<file path="src/rtl/idelay_eye_scan.sv">
// IDELAY eye scanner: steps an IDELAY lane across its tap range, counts comparator
// errors at each tap and parks the lane at the centre of the widest good run.
module idelay_eye_scan #(
  parameter int STEP          = 8,
  parameter int MAX_TAP       = 511,
  parameter int SETTLE_CYCLES = 16,
  parameter int WINDOW_LOG2   = 10,
  parameter int ERR_THRESH    = 0,
  parameter int TIMEOUT       = 4096
) (
  input  logic        clk160,
  input  logic        rstb,
  input  logic        start,
  input  logic        err_flag,
  input  logic        delay_ready,
  output logic [8:0]  delay_target,
  output logic        busy,
  output logic        done,
  output logic        scan_fail,
  output logic [8:0]  eye_center,
  output logic [6:0]  eye_width,
  output logic        tap_strobe,
  output logic [8:0]  tap_index,
  output logic [15:0] tap_err_count
);

  localparam int WIN_CYCLES = 1 << WINDOW_LOG2;
  localparam int TMR_MAX_A  = (TIMEOUT > WIN_CYCLES) ? TIMEOUT : WIN_CYCLES;
  localparam int TMR_MAX    = (TMR_MAX_A > SETTLE_CYCLES) ? TMR_MAX_A : SETTLE_CYCLES;
  localparam int TMR_W      = $clog2(TMR_MAX + 1);

  localparam logic [TMR_W-1:0] TIMEOUT_LAST = TMR_W'(TIMEOUT - 1);
  localparam logic [TMR_W-1:0] SETTLE_LAST  = TMR_W'(SETTLE_CYCLES - 1);
  localparam logic [TMR_W-1:0] WIN_LAST     = TMR_W'(WIN_CYCLES - 1);

  typedef enum logic [3:0] {
    IDLE,
    SET,
    WAIT_READY,
    SETTLE,
    COUNT,
    EVAL,
    FINAL_SET,
    FINAL_WAIT,
    DONE
  } state_t;

  state_t state, state_nxt;

  logic [TMR_W-1:0] tmr;
  logic [15:0]      err_cnt;
  logic [15:0]      cnt_inc;
  logic [8:0]       tap;
  logic [8:0]       restore_tap;
  logic [8:0]       cur_start;
  logic [8:0]       best_start;
  logic [9:0]       cur_len;
  logic [9:0]       best_len;

  logic [9:0]       next_tap;
  logic             last_tap;
  logic             tap_good;
  logic [9:0]       run_len_new;
  logic [8:0]       run_start_new;
  logic [9:0]       close_len;
  logic [8:0]       close_start;
  logic             do_close;
  logic             wait_expired;
  logic [15:0]      center_off;
  logic [8:0]       center_calc;

  // Run bookkeeping for the tap being evaluated. A bad tap closes the previous
  // run; the last tap also closes whatever run is still open, including itself.
  always_comb begin
    cnt_inc       = (err_flag && (err_cnt != 16'hFFFF)) ? err_cnt + 16'd1 : err_cnt;
    next_tap      = {1'b0, tap} + 10'(STEP);
    last_tap      = next_tap > 10'(MAX_TAP);
    tap_good      = err_cnt <= 16'(ERR_THRESH);
    run_len_new   = tap_good ? cur_len + 10'd1 : 10'd0;
    run_start_new = (tap_good && (cur_len == 10'd0)) ? tap : cur_start;
    close_len     = tap_good ? run_len_new : cur_len;
    close_start   = tap_good ? run_start_new : cur_start;
    do_close      = !tap_good || last_tap;
    wait_expired  = !delay_ready && (tmr == TIMEOUT_LAST);
    center_off    = ((16'(best_len) - 16'd1) * 16'(STEP)) >> 1;
    center_calc   = 9'(16'(best_start) + center_off);
  end

  always_ff @(posedge clk160 or negedge rstb) begin
    if (!rstb) state <= IDLE;
    else       state <= state_nxt;
  end

  always_comb begin
    state_nxt  = state;
    busy       = (state != IDLE);
    done       = (state == DONE);
    tap_strobe = (state == EVAL);
    case (state)
      IDLE:       if (start) state_nxt = SET;
      SET:        state_nxt = WAIT_READY;
      WAIT_READY: begin
        if (delay_ready)       state_nxt = SETTLE;
        else if (wait_expired) state_nxt = DONE;
      end
      SETTLE:     if (tmr == SETTLE_LAST) state_nxt = COUNT;
      COUNT:      if (tmr == WIN_LAST) state_nxt = EVAL;
      EVAL:       state_nxt = last_tap ? FINAL_SET : SET;
      FINAL_SET:  state_nxt = FINAL_WAIT;
      FINAL_WAIT: if (delay_ready || wait_expired) state_nxt = DONE;
      DONE:       state_nxt = IDLE;
      default:    state_nxt = IDLE;
    endcase
  end

  // One shared timer covers the ready timeout, the settle gap and the count window.
  always_ff @(posedge clk160 or negedge rstb) begin
    if (!rstb) begin
      tmr           <= '0;
      err_cnt       <= 16'd0;
      tap           <= 9'd0;
      restore_tap   <= 9'd0;
      cur_start     <= 9'd0;
      cur_len       <= 10'd0;
      best_start    <= 9'd0;
      best_len      <= 10'd0;
      delay_target  <= 9'd0;
      scan_fail     <= 1'b0;
      eye_center    <= 9'd0;
      eye_width     <= 7'd0;
      tap_index     <= 9'd0;
      tap_err_count <= 16'd0;
    end else begin
      case (state)
        IDLE: begin
          if (start) begin
            restore_tap  <= delay_target;
            tap          <= 9'd0;
            delay_target <= 9'd0;
            cur_start    <= 9'd0;
            cur_len      <= 10'd0;
            best_start   <= 9'd0;
            best_len     <= 10'd0;
            scan_fail    <= 1'b0;
          end
        end
        SET: tmr <= '0;
        WAIT_READY, FINAL_WAIT: begin
          if (delay_ready)       tmr <= '0;
          else if (wait_expired) scan_fail <= 1'b1;
          else                   tmr <= tmr + TMR_W'(1);
        end
        SETTLE: begin
          if (tmr == SETTLE_LAST) begin
            tmr     <= '0;
            err_cnt <= 16'd0;
          end else begin
            tmr <= tmr + TMR_W'(1);
          end
        end
        COUNT: begin
          err_cnt <= cnt_inc;
          tmr     <= tmr + TMR_W'(1);
          if (tmr == WIN_LAST) begin
            tap_index     <= tap;
            tap_err_count <= cnt_inc;
          end
        end
        EVAL: begin
          cur_len   <= run_len_new;
          cur_start <= run_start_new;
          if (do_close && (close_len > best_len)) begin
            best_len   <= close_len;
            best_start <= close_start;
          end
          if (!last_tap) begin
            tap          <= next_tap[8:0];
            delay_target <= next_tap[8:0];
          end
        end
        FINAL_SET: begin
          tmr <= '0;
          if (best_len != 10'd0) begin
            eye_center   <= center_calc;
            eye_width    <= (best_len > 10'd127) ? 7'd127 : best_len[6:0];
            delay_target <= center_calc;
          end else begin
            scan_fail    <= 1'b1;
            delay_target <= restore_tap;
          end
        end
        default: ;
      endcase
    end
  end

endmodule

</file>
<file path="config.mk">
export PLATFORM = sky130hd
export DESIGN_NAME = idelay_eye_scan
export DESIGN_NICKNAME = d
export VERILOG_FILES = /design/src/rtl/idelay_eye_scan.sv
export SDC_FILE = /design/constraint.sdc
export NUM_CORES = 1
export LEC_CHECK = 0
export CAP_MARGIN = 10
export CELL_PAD_IN_SITES_DETAIL_PLACEMENT = 2
export CELL_PAD_IN_SITES_GLOBAL_PLACEMENT = 2
export CORE_MARGIN = 1
export CORE_UTILIZATION = 40
export DETAILED_ROUTE_END_ITERATION = 6
export DONT_BUFFER_PORTS = 1
export GPL_ROUTABILITY_DRIVEN = 0
export HOLD_SLACK_MARGIN = 0.03
export PLACE_DENSITY = 0.76
export RECOVER_POWER = 50
export REMOVE_ABC_BUFFERS = 1
export SETUP_SLACK_MARGIN = 0.1
export SYNTH_ARGS = -nofsm -noshare
export SYNTH_HDL_FRONTEND = slang
export SYNTH_SLANG_ARGS = --single-unit
</file>
<file path="constraint.sdc">
create_clock -name clk160 -period 3.82 [get_ports clk160]
set_input_delay 0.382 -clock clk160 [delete_from_list [all_inputs] [get_ports clk160]]
set_output_delay 0.382 -clock clk160 [all_outputs]
set_load 0.01 [all_outputs]
</file>
# Yosys cells after proc, flatten, opt, wreduce, memory -nomap -nowiden
# Cells that the tools add are included.
dict set report word_totals {
  ff_bits 140
  latch_bits 0
  ram_bits 0
  romBits 0
  input_bits 5
  elab_cells 115
  mem_count 0
}
dict set report op_classes {
  add_sub_neg 6
  multipliers 0
  div_mod_pow 0
  n_lt_le_gt_ge 4
  eq_ne 23
  shift 0
  n_mux 37
  bitwise 0
  reduce_logical 30
}
# op count
set ops {}
lappend ops {{two-way mux 9 bit} 6}
lappend ops {{one-hot mux 9 bit (2 select lines)} 3}
lappend ops {{one-hot mux 13 bit (4 select lines)} 1}
lappend ops {{two-way mux 10 bit} 4}
lappend ops {{one-hot mux 10 bit (2 select lines)} 2}
lappend ops {{two-way mux 13 bit} 3}
lappend ops {{two-way mux 16 bit} 2}
lappend ops {{one-hot mux 16 bit (2 select lines)} 1}
lappend ops {{one-hot mux 4 bit (8 select lines)} 1}
lappend ops {{one-hot mux 9 bit (3 select lines)} 1}
lappend ops {{two-way mux 4 bit} 6}
lappend ops {{adder 16 x 1 -> 16 bit, second input constant} 1}
lappend ops {{equality test 4 x 3 -> 1 bit, second input constant} 4}
lappend ops {{less-or-equal comparator 16 x 1 -> 1 bit, second input constant} 1}
lappend ops {{inequality test 16 bit, second input constant} 1}
lappend ops {{inequality test 2 bit, second input constant} 8}
lappend ops {{adder 13 x 1 -> 13 bit, second input constant} 1}
lappend ops {{equality test 13 x 10 -> 1 bit, second input constant} 1}
lappend ops {{equality test 13 x 12 -> 1 bit, second input constant} 1}
lappend ops {{equality test 13 x 4 -> 1 bit, second input constant} 1}
lappend ops {{AND reduction 2 bit} 6}
lappend ops {{adder 10 x 1 -> 10 bit, second input constant} 1}
lappend ops {{adder 9 x 4 -> 10 bit, second input constant} 1}
lappend ops {{greater-than comparator 10 bit} 1}
lappend ops {{other kinds (25)} 42}

# Logic depth before layout (Yosys ltp)
# Gate-level depths: netlist (run 1).
dict set report logic_depth {
  depth_word 7
  depth_mapped 15
  mapped_depth_nobuf 14
}

# Worst setup path after synthesis (run 1)
# OpenSTA, ideal clock, no wires.
dict set report synth_path {
  kind {register -> register}
  from {register err_cnt[7]}
  to {register best_start[6]}
  setup_ns 0.125
  arrival_ns 3.012
  setup_slack_ns 0.683
  stages_incl_launch_ff 14
  n_path_buf 1
  synth_period_minus_slack_ns 3.137
  path_cell_list {dfrtp_1 clkbuf_1 nor4b_2 nand4_2 inv_2 nand4_1 xnor2_1 ha_1 o21a_1 nor2_1 o21ai_0 nand3_2 o31ai_4 mux2_2}
}
dict set report synth_between {
  elab_chain_cells 7
  elab_cells_between_ends 14
}
# element line
set synth_rtl {}
lappend synth_rtl {{from (decl)} 51} ;# logic [15:0] err_cnt;
lappend synth_rtl {{from (signal assigned)} 162} ;# err_cnt <= cnt_inc;
lappend synth_rtl {{less-or-equal comparator 16 x 1 -> 1 bit *} 78} ;# tap_good = err_cnt <= 16'(ERR_THRESH);
lappend synth_rtl {{two-way mux 10 bit} 79} ;# run_len_new = tap_good ? cur_len + 10'd1 : 10'd0;
lappend synth_rtl {{two-way mux 10 bit} 81} ;# close_len = tap_good ? run_len_new : cur_len;
lappend synth_rtl {{greater-than comparator 10 bit} 172} ;# if (do_close && (close_len > best_len)) begin
lappend synth_rtl {{logical AND 1 bit} 172}
lappend synth_rtl {{inequality test 2 x 1 -> 1 bit (no source line)} --}
lappend synth_rtl {{AND reduction 3 bit (no source line)} --}
lappend synth_rtl {{to (signal assigned)} 174} ;# best_start <= close_start;
lappend synth_rtl {{to (decl)} 56} ;# logic [8:0] best_start;
# Mark *: on every way between the ends. The rest lies on a longest branch, timed or not. The select of a mux whose other input is x is not followed.
# A chain may end at the register's enable or synchronous reset.

# Worst setup path after layout (run 1)
dict set report layout_path {
  from {register err_cnt[11]}
  to {register best_start[4]}
}
# The elaborated chain is that of the path after synthesis.

==> run metrics, run 1 <==
Clock Latency Late Sink=0.42 ns; Slew headroom=-27.8%; Final Hold Viols=0; row count=49; Worst R2R Path Depth=13; Yosys cell types=73; measured slew at the worst slew-check pin=1.92 ns; fraction of registers with async set/reset=100%; post-synthesis mux area share=5.04%; cts bufs inserted=17; Antenna Nets Post-Route=0; gr ovfl total=0; DR vias/cell=5.83; sequential fraction of the synthesis area=45.8%; initial antenna violation count=0; type of the worst setup path=reg2reg; Die Footprint=18,800 um^2; wire length of the first global-routing pass=36.0 mm; worst hold stages=3; Initial Util=40.7%; Layout area overhead=11.9%; RSZ-0062 raised after global routing=false; fin crit share=90.8%; RR Endpoint=best_start[4]; synth top area cells=dfrtp_1 (46%), nand2_1 (6.7%), o21ai_0 (5.9%), ha_1 (4.3%), mux2i_1 (2.7%); WP data required=4.12 ns; clk_skew=0.00653 ns; Setup Viol. Count Final=0; Post-Route Utilization=45.6%; Setup crit start kind=flop; layout net count=819; r2r setup slk=0.35 ns; drt first pass iters=4; Worst EP arrival=3.77 ns; share of layout cells above drive strength 1=9.61%; Synth Area in Adders=4.55%; Post-synth top cells=dfrtp_1 (134), nand2_1 (130), o21ai_0 (87); cell internal pwr=3.45 mW; Combinational Power Share=35.3%; Non-Filler Instances=1,030; total track usage=25.0%; Fin Setup TNS=0 ns; Simple-Gate Fraction of Synth Area=20.4%; Slew Viols, Final=135; Synth Flop Type=dfrtp_1; Cells after DPL=993; vias=6,000; clock share of power=30.1%; port bufs=0; clk buf depth=2; Lkg Pwr=3.62 nW; status=finished with violations; flops & latches, synth=134; HP Start=delay_ready; average routed wire per standard cell=21.6 um; Min Clock Period, post-route=3.47 ns; starting DRC count in detailed routing=212; switching share of power=40.3%; NetSw=2.33 mW; Synth Warn #=0; I/O pin count=59; CTS tree=yes; root buf cell=clkbuf_16; vias in the first global route=6,694; hpwl dp=15.3 mm; largest net degree at the start of global routing=135; final WL=22.3 mm; die height=137 um; Seq pwr share=34.6%; Synth Cell Area=7320 um^2; Antenna Cells=0; Yosys top cell by area=dfrtp_1; largest family of logic cells by synthesized area=simple AND/OR/NAND/NOR gates; htree depth=4; EDFF count, synth=0; Worst Hold End=state[3]; drt drc=0; Peak VDD IR=0.350 mV; Compound-Gate Fraction of Synth Area=16.2%; Hold Crit Class=in2reg; RR Startpoint=err_cnt[11]; Die X=137 um; total power per unit cell area=705 nW/um^2; Mean Syn Cell Area=9.23 um^2; most common cell in the netlist=dfrtp_1; xor and xnor area share after synthesis=3.83%; failing checks=max-capacitance violations, max-slew violations; core footprint=18,000 um^2; Yosys top cell area share=45.8%; clock-pin slew on the worst setup and hold paths=0.06 ns; CP Capture Type=flop; fmax=288 MHz; Sink Count=134; Cells after Synth=793; max cap viols=1; CP max FO=10
-- flip-flops by register name (all words and copies together) (netlist names), 7 cells and up --
| name | flops |
|---|---|
| best_len | 10 |
| best_start | 9 |
| cur_len | 10 |
| cur_start | 9 |
| delay_target | 9 |
| err_cnt | 16 |
| eye_center | 9 |
| eye_width | 7 |
| restore_tap | 9 |
| tap_err_count | 16 |
| tmr | 13 |
-- worst max-delay path by stage --
stage	startpoint	end	depth (start not counted)
floorplan	err_cnt[0]	best_start[6]	14
global placement	err_cnt[0]	best_len[1]	15
detailed placement	err_cnt[0]	best_len[7]	15
CTS	err_cnt[0]	best_start[4]	14
global route	err_cnt[0]	best_start[6]	15
finish	err_cnt[11]	best_start[4]	13
-- cells in the final DEF (no fill, tap or decap), types with 3 or more instances in the layout --
cell and count:
xnor2_1 22, and3_1 11, mux2i_1 20, a21o_1 10, buf_4 11, inv_6 4, nor2b_1 8, nand2b_1 8
a22oi_1 6, o21ai_0 87, o21ai_1 3, mux2_1 4, nand3_1 30, ha_1 25, nor3_2 3, o211ai_1 3
o21a_1 4, nor3_1 11, a31oi_1 7, conb_1 3, or3_1 3, o31ai_1 12, dfrtp_1 134, and2_1 4
clkbuf_16 17, a21oi_1 25, bufinv_16 3, inv_1 31, mux2_2 11, o41ai_1 5, xor2_1 10, a22o_1 9
clkinvlp_4 3, nor4_1 8, nand4_1 9, nand2_1 130, nor2_1 53
-- cell families (layout without fill, tap and decap cells) --
logic type | Yosys count | in the layout
simple gates | 303 | 303
flops | 134 | 134
mux | 35 | 35
buf+inv | 72 | 78
xor+xnor | 32 | 32
compound gates | 190 | 190
fa+ha+maj | 26 | 26
other cells | 1 | 3
-- metrics by stage --
| stage | area, um^2 | setup WS (ns) | power [mW] | hold slack, ns |
|---|---|---|---|---|
| floorplan | 7140 | 0.361 | 3.28 | 0.0864 |
| global placement | 7490 | 0.381 | 3.81 | 0.0901 |
| detailed placement | 7490 | 0.000976 | 3.96 | 0.0892 |
| CTS | 8160 | 0.0917 | 5.80 | 0.229 |
| global route | 8190 | 0.147 | 6.11 | 0.240 |
| finish | 8190 | 0.350 | 5.77 | 0.242 |
-- cell type report --
type,count,area [um^2]
tap,229,287
clock inverter,13,170
clock buffer,19,443
fill,1955,9780
timing repair buffer,13,100
sequential,134,3350
inverter,33,126
multi-input combinational,589,3710
-- worst max-delay path, stage by stage (launching register included) --
cell     delay, ns
dfrtp_1       0.48
nor3_1        0.41
nand4_4       0.22
inv_4         0.16
nand4_1       0.14
xnor2_1       0.19
ha_1          0.36
o21a_1        0.15
nor2_1        0.04
o21ai_0       0.23
nand3_2       0.14
o31ai_4       0.29
buf_4         0.20
mux2_1        0.34
-- what timing repair did --
action                                  CTS  global route
endpoints found under the setup margin   11            18
hold buffers                              2             0
endpoints found under the hold margin   134             0
setup buffers                             1             2
gates resized for setup                   2             5
cloned                                    0             0
pin swaps                                 1             0
-- power groups by stage --
stage                     Combinational, mW  Clock [mW]  Sequential [mW]
after CTS                              2.04        1.76             2.00
after detailed placement               1.94           0             2.02
after global placement                 1.81           0             2.00
after floorplan                        1.37           0             1.92
final                                  2.04        1.74             2.00
after global routing                   2.26        1.81             2.03
-- layer usage --
layer	wire length (um)	track usage, %	up-vias
met2	12000	45.9	83
met4	354	8.91	0
li1	-	-	2777
met3	652	3.86	31
met5	0	0	-
met1	9250	29.4	3109
No activity file was read; power rests on OpenSTA's default activity.
==> inputs of run 2 (changes only) <==
Settings changed: MAX_ROUTING_LAYER set to met4.
Clock period 3.82 ns to 3.4 ns, I/O delays scaled along.
==> run 2 against run 1 <==
Critical path type unchanged. Clock power grew 3%. The flow finishes with violations (negative hold slack). Count of clock-buffer cells in the layout shrank 2. Total power grew 15%. Critical endpoint is now best_start[1]. Critical path depth grew 2.
==> run metrics, run 2 (synthesis gave the netlist of run 1 again) <==
status=finished with violations; failing checks=negative hold slack; root buf cell=clkbuf_16; layout net count=849 (+3.7%); Setup crit start kind=flop; Hold Crit Class=in2async; Final Instance Area=8520 um^2 (+4.1%); wire length of the first global-routing pass=37.1 mm (+2.9%); crit path cell chain=inv_2, ha_4, nor4b_4, nand4_4, buf_6, nor2_2, xor2_1, ha_1, nand4_1, or3_1, nand3_2, o31ai_4, buf_6, buf_6, mux2i_2; Setup Viol. Count Final=0 (unchanged); metal3 WL=685 um (+5.1%); total track usage=26.4% (+1.4 points); Min Clock Period, post-route=3.32 ns (-0.149 ns); DR vias/cell=5.86 (+0.62%); RSZ-0062 raised after global routing=true; worst path bufs/invs=4 (+2); commonest non-fill, non-tap cell in the layout=dfrtp_1; Clock Latency Late Sink=0.44 ns (+0.02 ns); fin crit share=97.7% (+6.8 points); Lkg Pwr=3.81 nW (+5.3%); CP max-delay cell=dfrtp_1; Overall Power=6.62 mW (+15%); Metal-1 WL=9.95 mm (+7.6%); htree depth=4 (unchanged); clock-pin slew on the worst setup and hold paths=0.07 ns (about the same); final WL=23.6 mm (+5.8%); clk_skew=0.0132 ns (+0.00669 ns); type of the worst setup path=reg2reg; Peak VDD IR=0.430 mV (+23%); Initial Util=40.7% (unchanged); Die X=137 um (unchanged); placed standard-cell area=7600 um^2 (+1.5%); port bufs=0 (unchanged); Die Footprint=18,800 um^2 (unchanged); Max Used Layer=met4; I/O pin count=59 (unchanged); Largest regs=err_cnt x16, tap_err_count x16, tmr x13; clk buf depth=2 (unchanged); share of layout cells above drive strength 1=15.8% (+6.2 points); Cells after DPL=1,008 (+1.5%); Worst EP arrival=3.67 ns (-0.10 ns); Fillers=1,929 (-1.3%); CP Capture Type=flop; average routed wire per standard cell=22.2 um (+2.9%); CTS tree=yes; Antenna Cells=0 (unchanged); Min Hold Slack=-0.405 ns (-0.647 ns); Slew Viols, Final=0 (-100%); largest net degree at the start of global routing=135 (unchanged); die height=137 um (unchanged); row count=49 (unchanged); commonest cells after routing, fill and taps aside=dfrtp_1 (134), nand2_1 (129), o21ai_0 (85), nor2_1 (51), buf_4 (38); max cap viols=0 (-1); CP delay by family, top=simple AND/OR/NAND/NOR gates; total power per unit cell area=777 nW/um^2 (+10%); fmax=301 MHz (+4.5%); core footprint=18,000 um^2 (unchanged); drt first pass iters=4 (unchanged); Sink Count=134 (unchanged); drt drc=0 (unchanged); vias in the first global route=6,805 (+1.7%); Layout area overhead=16.4%; Non-Filler Instances=1,060 (+2.9%); measured slew at the worst slew-check pin=0.958 ns (-0.959 ns); WP data required=3.75 ns (-0.37 ns); metal2 WL=12.4 mm (+3.5%); hpwl dp=15.2 mm (-0.52%); starting DRC count in detailed routing=288 (+36%); Antenna Nets Post-Route=0 (unchanged); Slew headroom=36.0% (+64 points); CP max stage delay=0.39 ns (-0.09 ns); most used cell, CP=buf_6; r2r setup slk=0.08 ns (-0.27 ns); vias=6,213 (+3.6%); initial antenna violation count=0 (unchanged); cts bufs inserted=17 (unchanged); gr ovfl total=0 (unchanged); CP max FO=6 (-4); Final Hold Viols=134 (+134)
run 2: changes by cell type in the layout (fill, tap and decap cells not counted), moves of 3 or more:
cell       previous run  this run
xnor2_2               0         5
buf_6                 0         4
ha_4                  0         5
buf_4                11        38
ha_1                 25        19
mux2_4                0         3
xnor2_1              22        17
inv_8                 0         3
bufinv_16             3         0
run 2: cell type report:
cell class / instances / area (um^2) / share of cell area, %
well taps: 229 / 287 / 3.36
clock buffers: 17 / 425 / 4.99
clock inverters: 15 / 136 / 1.60
repair buffers: 42 / 330 / 3.88
multi-input cells: 589 / 3850 / 45.2
inverters: 33 / 126 / 1.48
repair inverters: 1 / 7.51 / 0.0881
flip-flops and latches: 134 / 3350 / 39.4
run 2: path summary, 6_finish.rpt:
check	start	cells past startpoint	to
worst max-delay path	err_cnt[1]	15	best_start[1]
worst min-delay path	rstb	0	tmr[0]
worst max register to register	err_cnt[1]	15	best_start[1]
worst min register to register	restore_tap[8]	2	restore_tap[8]
max in group asynchronous	rstb	0	tap[5]
min in group clk160	delay_ready	3	state[3]
run 2: layer usage:
metal / vias to the layer above / track usage (%)
met1: 3232 / 30.8
met2: 105 / 46.2
met5: - / -
li1: 2837 / -
met3: 39 / 4.86
met4: 0 / 7.88
run 2: what timing repair did:
action,4_1_cts,5_1_grt
cloned,1,0
endpoints found under the setup margin,18,19
buffers inserted,8,11
resized for setup,22,16
endpoints found under the hold margin,134,134
pin swaps,7,12
run 2: power by group:
part	switching (mW)	internal (mW)
Clock	0.831	0.964
Combinational	1.60	0.992
Sequential	0.378	1.86
Total	2.80	3.81
run 2: stage by stage:
stage	setup WS [ns]	utilization [%]	setup TNS [ns]
after floorplan	-0.0586	-	-0.183
after global placement	0.143	42.3	0
after detailed placement	-0.123	42.3	-0.908
after CTS	0.0805	46.4	0
after global routing	-0.0588	47.4	-0.172
final	0.0795	47.4	0
run 2: worst register-to-register path, stage by stage, from the launching register on:
cell and delay (ns):
dfrtp_1 0.39, inv_2 0.09, ha_4 0.13, nor4b_4 0.28, nand4_4 0.19, buf_6 0.18, nor2_2 0.12, xor2_1 0.29
ha_1 0.32, nand4_1 0.16, or3_1 0.15, nand3_2 0.11, o31ai_4 0.30, buf_6 0.17, buf_6 0.13, mux2i_2 0.23
==> inputs of run 3 (changes only) <==
Settings changed: CAP_MARGIN 10 to 15, PLACE_DENSITY 0.76 to not set, PLACE_DENSITY_LB_ADDON set to 0.1.
==> run 3 against run 2 <==
The run still ends with negative hold slack left. Die area unchanged. Worst setup slack improved by 0.025 ns. Non-clock buffer count decreased by 3. Cell area increased by 1.1%. Clock skew decreased by 0.0037 ns. Clock power increased by 11%. Critical endpoint is now best_start[7]. Largest cell class unchanged. Highest routed layer unchanged.
==> run metrics, run 3 (synthesis gave the netlist of run 1 again) <==
RSZ-0062 raised after global routing=true; commonest non-fill, non-tap cell in the layout=dfrtp_1; hpwl dp=15.2 mm (about the same); CP max-delay cell=dfrtp_1; starting DRC count in detailed routing=272 (-5.6%); clock-pin slew on the worst setup and hold paths=0.07 ns (about the same); WP data required=3.71 ns (-0.04 ns); Slew Viols, Final=0 (unchanged); Antenna Nets Post-Route=0 (unchanged); met3 usage=5.00% (+0.15 points); Final Instance Area=8610 um^2 (+1.1%); Cells after DPL=1,007 (-0.099%); clk_skew=0.00954 ns (-0.00368 ns); Setup Viol. Count Final=0 (unchanged); DR vias/cell=5.85 (-0.15%); Worst EP arrival=3.61 ns (-0.06 ns); core footprint=18,000 um^2 (unchanged); Layout area overhead=17.7%; Hold Crit Class=in2async; Min Clock Period, post-route=3.30 ns (-0.0246 ns); CP max FO=6 (unchanged); Antenna Cells=0 (unchanged); M1 GR Usage=30.9% (+0.13 points); worst path bufs/invs=3 (-1); clk buf depth=2 (unchanged); Final Hold Viols=134 (unchanged); Largest regs=err_cnt x16, tap_err_count x16, tmr x13; Initial Util=40.7% (unchanged); fmax=303 MHz (+0.75%); placed standard-cell area=7590 um^2 (about the same); total power per unit cell area=792 nW/um^2 (+1.9%); average routed wire per standard cell=22.9 um (+2.8%); Most Crowded Layer GR=met2; footprint of the multi-input gates=3900 um^2 (+1.2%); I/O pin count=59 (unchanged); vias in the first global route=6,687 (-1.7%); root buf cell=clkbuf_16; failing checks=negative hold slack; share of layout cells above drive strength 1=16.0% (+0.20 points); Die X=137 um (unchanged); CTS tree=yes; port bufs=0 (unchanged); vias=6,180 (-0.53%); r2r setup slk=0.10 ns (+0.02 ns); Die Footprint=18,800 um^2 (unchanged); Peak VDD IR=0.515 mV (+20%); die height=137 um (unchanged); layout net count=845 (-0.47%); GR Util met2=44.9% (-1.3 points); Slew headroom=32.9% (-3.1 points); Fillers=1,914 (-0.78%); gr ovfl total=0 (unchanged); row count=49 (unchanged); type of the worst setup path=reg2reg; crit path cell chain=inv_2, ha_4, nor4b_4, nand4_2, inv_4, nand4_1, xnor2_2, ha_4, o21a_1, nor2_1, o21ai_4, nand3_4, o31ai_4, buf_6, mux2_1; max cap viols=0 (unchanged); initial antenna violation count=0 (unchanged); CP Capture Type=flop; Lkg Pwr=3.82 nW (+0.45%); Non-Filler Instances=1,056 (-0.38%); CP delay by family, top=simple AND/OR/NAND/NOR gates; Fin Setup TNS=0 ns (unchanged); Sink Count=134 (unchanged); register area=3350 um^2 (unchanged); wire length of the first global-routing pass=36.2 mm (-2.3%); CP max stage delay=0.39 ns (about the same); Setup crit start kind=flop; measured slew at the worst slew-check pin=1.00 ns (+0.0462 ns); drt first pass iters=4 (unchanged); htree depth=4 (unchanged); status=finished with violations; total track usage=26.0% (-0.44 points); most used cell, CP=ha_4; largest net degree at the start of global routing=135 (unchanged); fin crit share=96.9% (-0.72 points); commonest cells after routing, fill and taps aside=dfrtp_1 (134), nand2_1 (129), o21ai_0 (84), nor2_1 (51), buf_4 (31); drt drc=0 (unchanged); final WL=24.1 mm (+2.5%); cts bufs inserted=17 (unchanged); Min Hold Slack=-0.400 ns (+0.00510 ns); Post-Route Utilization=47.9% (+0.50 points); Clock Latency Late Sink=0.43 ns (about the same)
## run 3: cell count changes in the layout (fill, tap and decap cells not counted), moves of 2 or more
cell,previous run,this run
buf_4,38,31
buf_6,4,7
bufinv_16,0,3
inv_8,3,0
xor2_1,10,8
xor2_2,0,2
## run 3: worst paths after layout
check                             start       endpoint  depth (start not counted)
setup / recovery             err_cnt[1]  best_start[7]                         15
hold / removal                     rstb      scan_fail                          0
setup reg to reg             err_cnt[1]  best_start[7]                         15
hold reg to reg            cur_start[0]   cur_start[0]                          1
max in group asynchronous          rstb    best_len[7]                          0
min in group clk160         delay_ready       state[3]                          3
## run 3: repair_timing
item / 4_1_cts / 5_1_grt
hold endpoints to repair: 134 / 134
setup endpoints to repair: 18 / 19
resized for setup: 12 / 42
setup buffers: 7 / 9
cloned: 0 / 1
pin swaps: 4 / 13
## run 3: cell type report
class | count | share of cell area, %
multi-input cells | 589 | 45.3
flip-flops and latches | 134 | 38.9
clock buffers | 17 | 4.94
repair buffers | 39 | 3.79
well taps | 229 | 3.33
clock inverters | 15 | 2.22
inverters | 33 | 1.47
## run 3: power by group
group	leakage [nW]	total [mW]	internal [mW]	switching, mW
Sequential	1.76	2.24	1.86	0.376
Clock	0.291	1.99	1.17	0.817
Combinational	1.77	2.59	1.01	1.59
## run 3: through the flow
stage	power (mW)	setup slack, ns
floorplan	3.69	-0.0586
global placement	4.33	0.117
detailed placement	4.47	-0.208
CTS	6.61	0.106
global route	7.18	-0.0335
finish	6.82	0.104
## run 3: layer usage
| metal | wire [um] | up-vias |
|---|---|---|
| met3 | 671 | 29 |
| met5 | 0 | - |
| met1 | 10400 | 3241 |
| li1 | - | 2827 |
| met4 | 395 | 0 |
| met2 | 12700 | 83 |
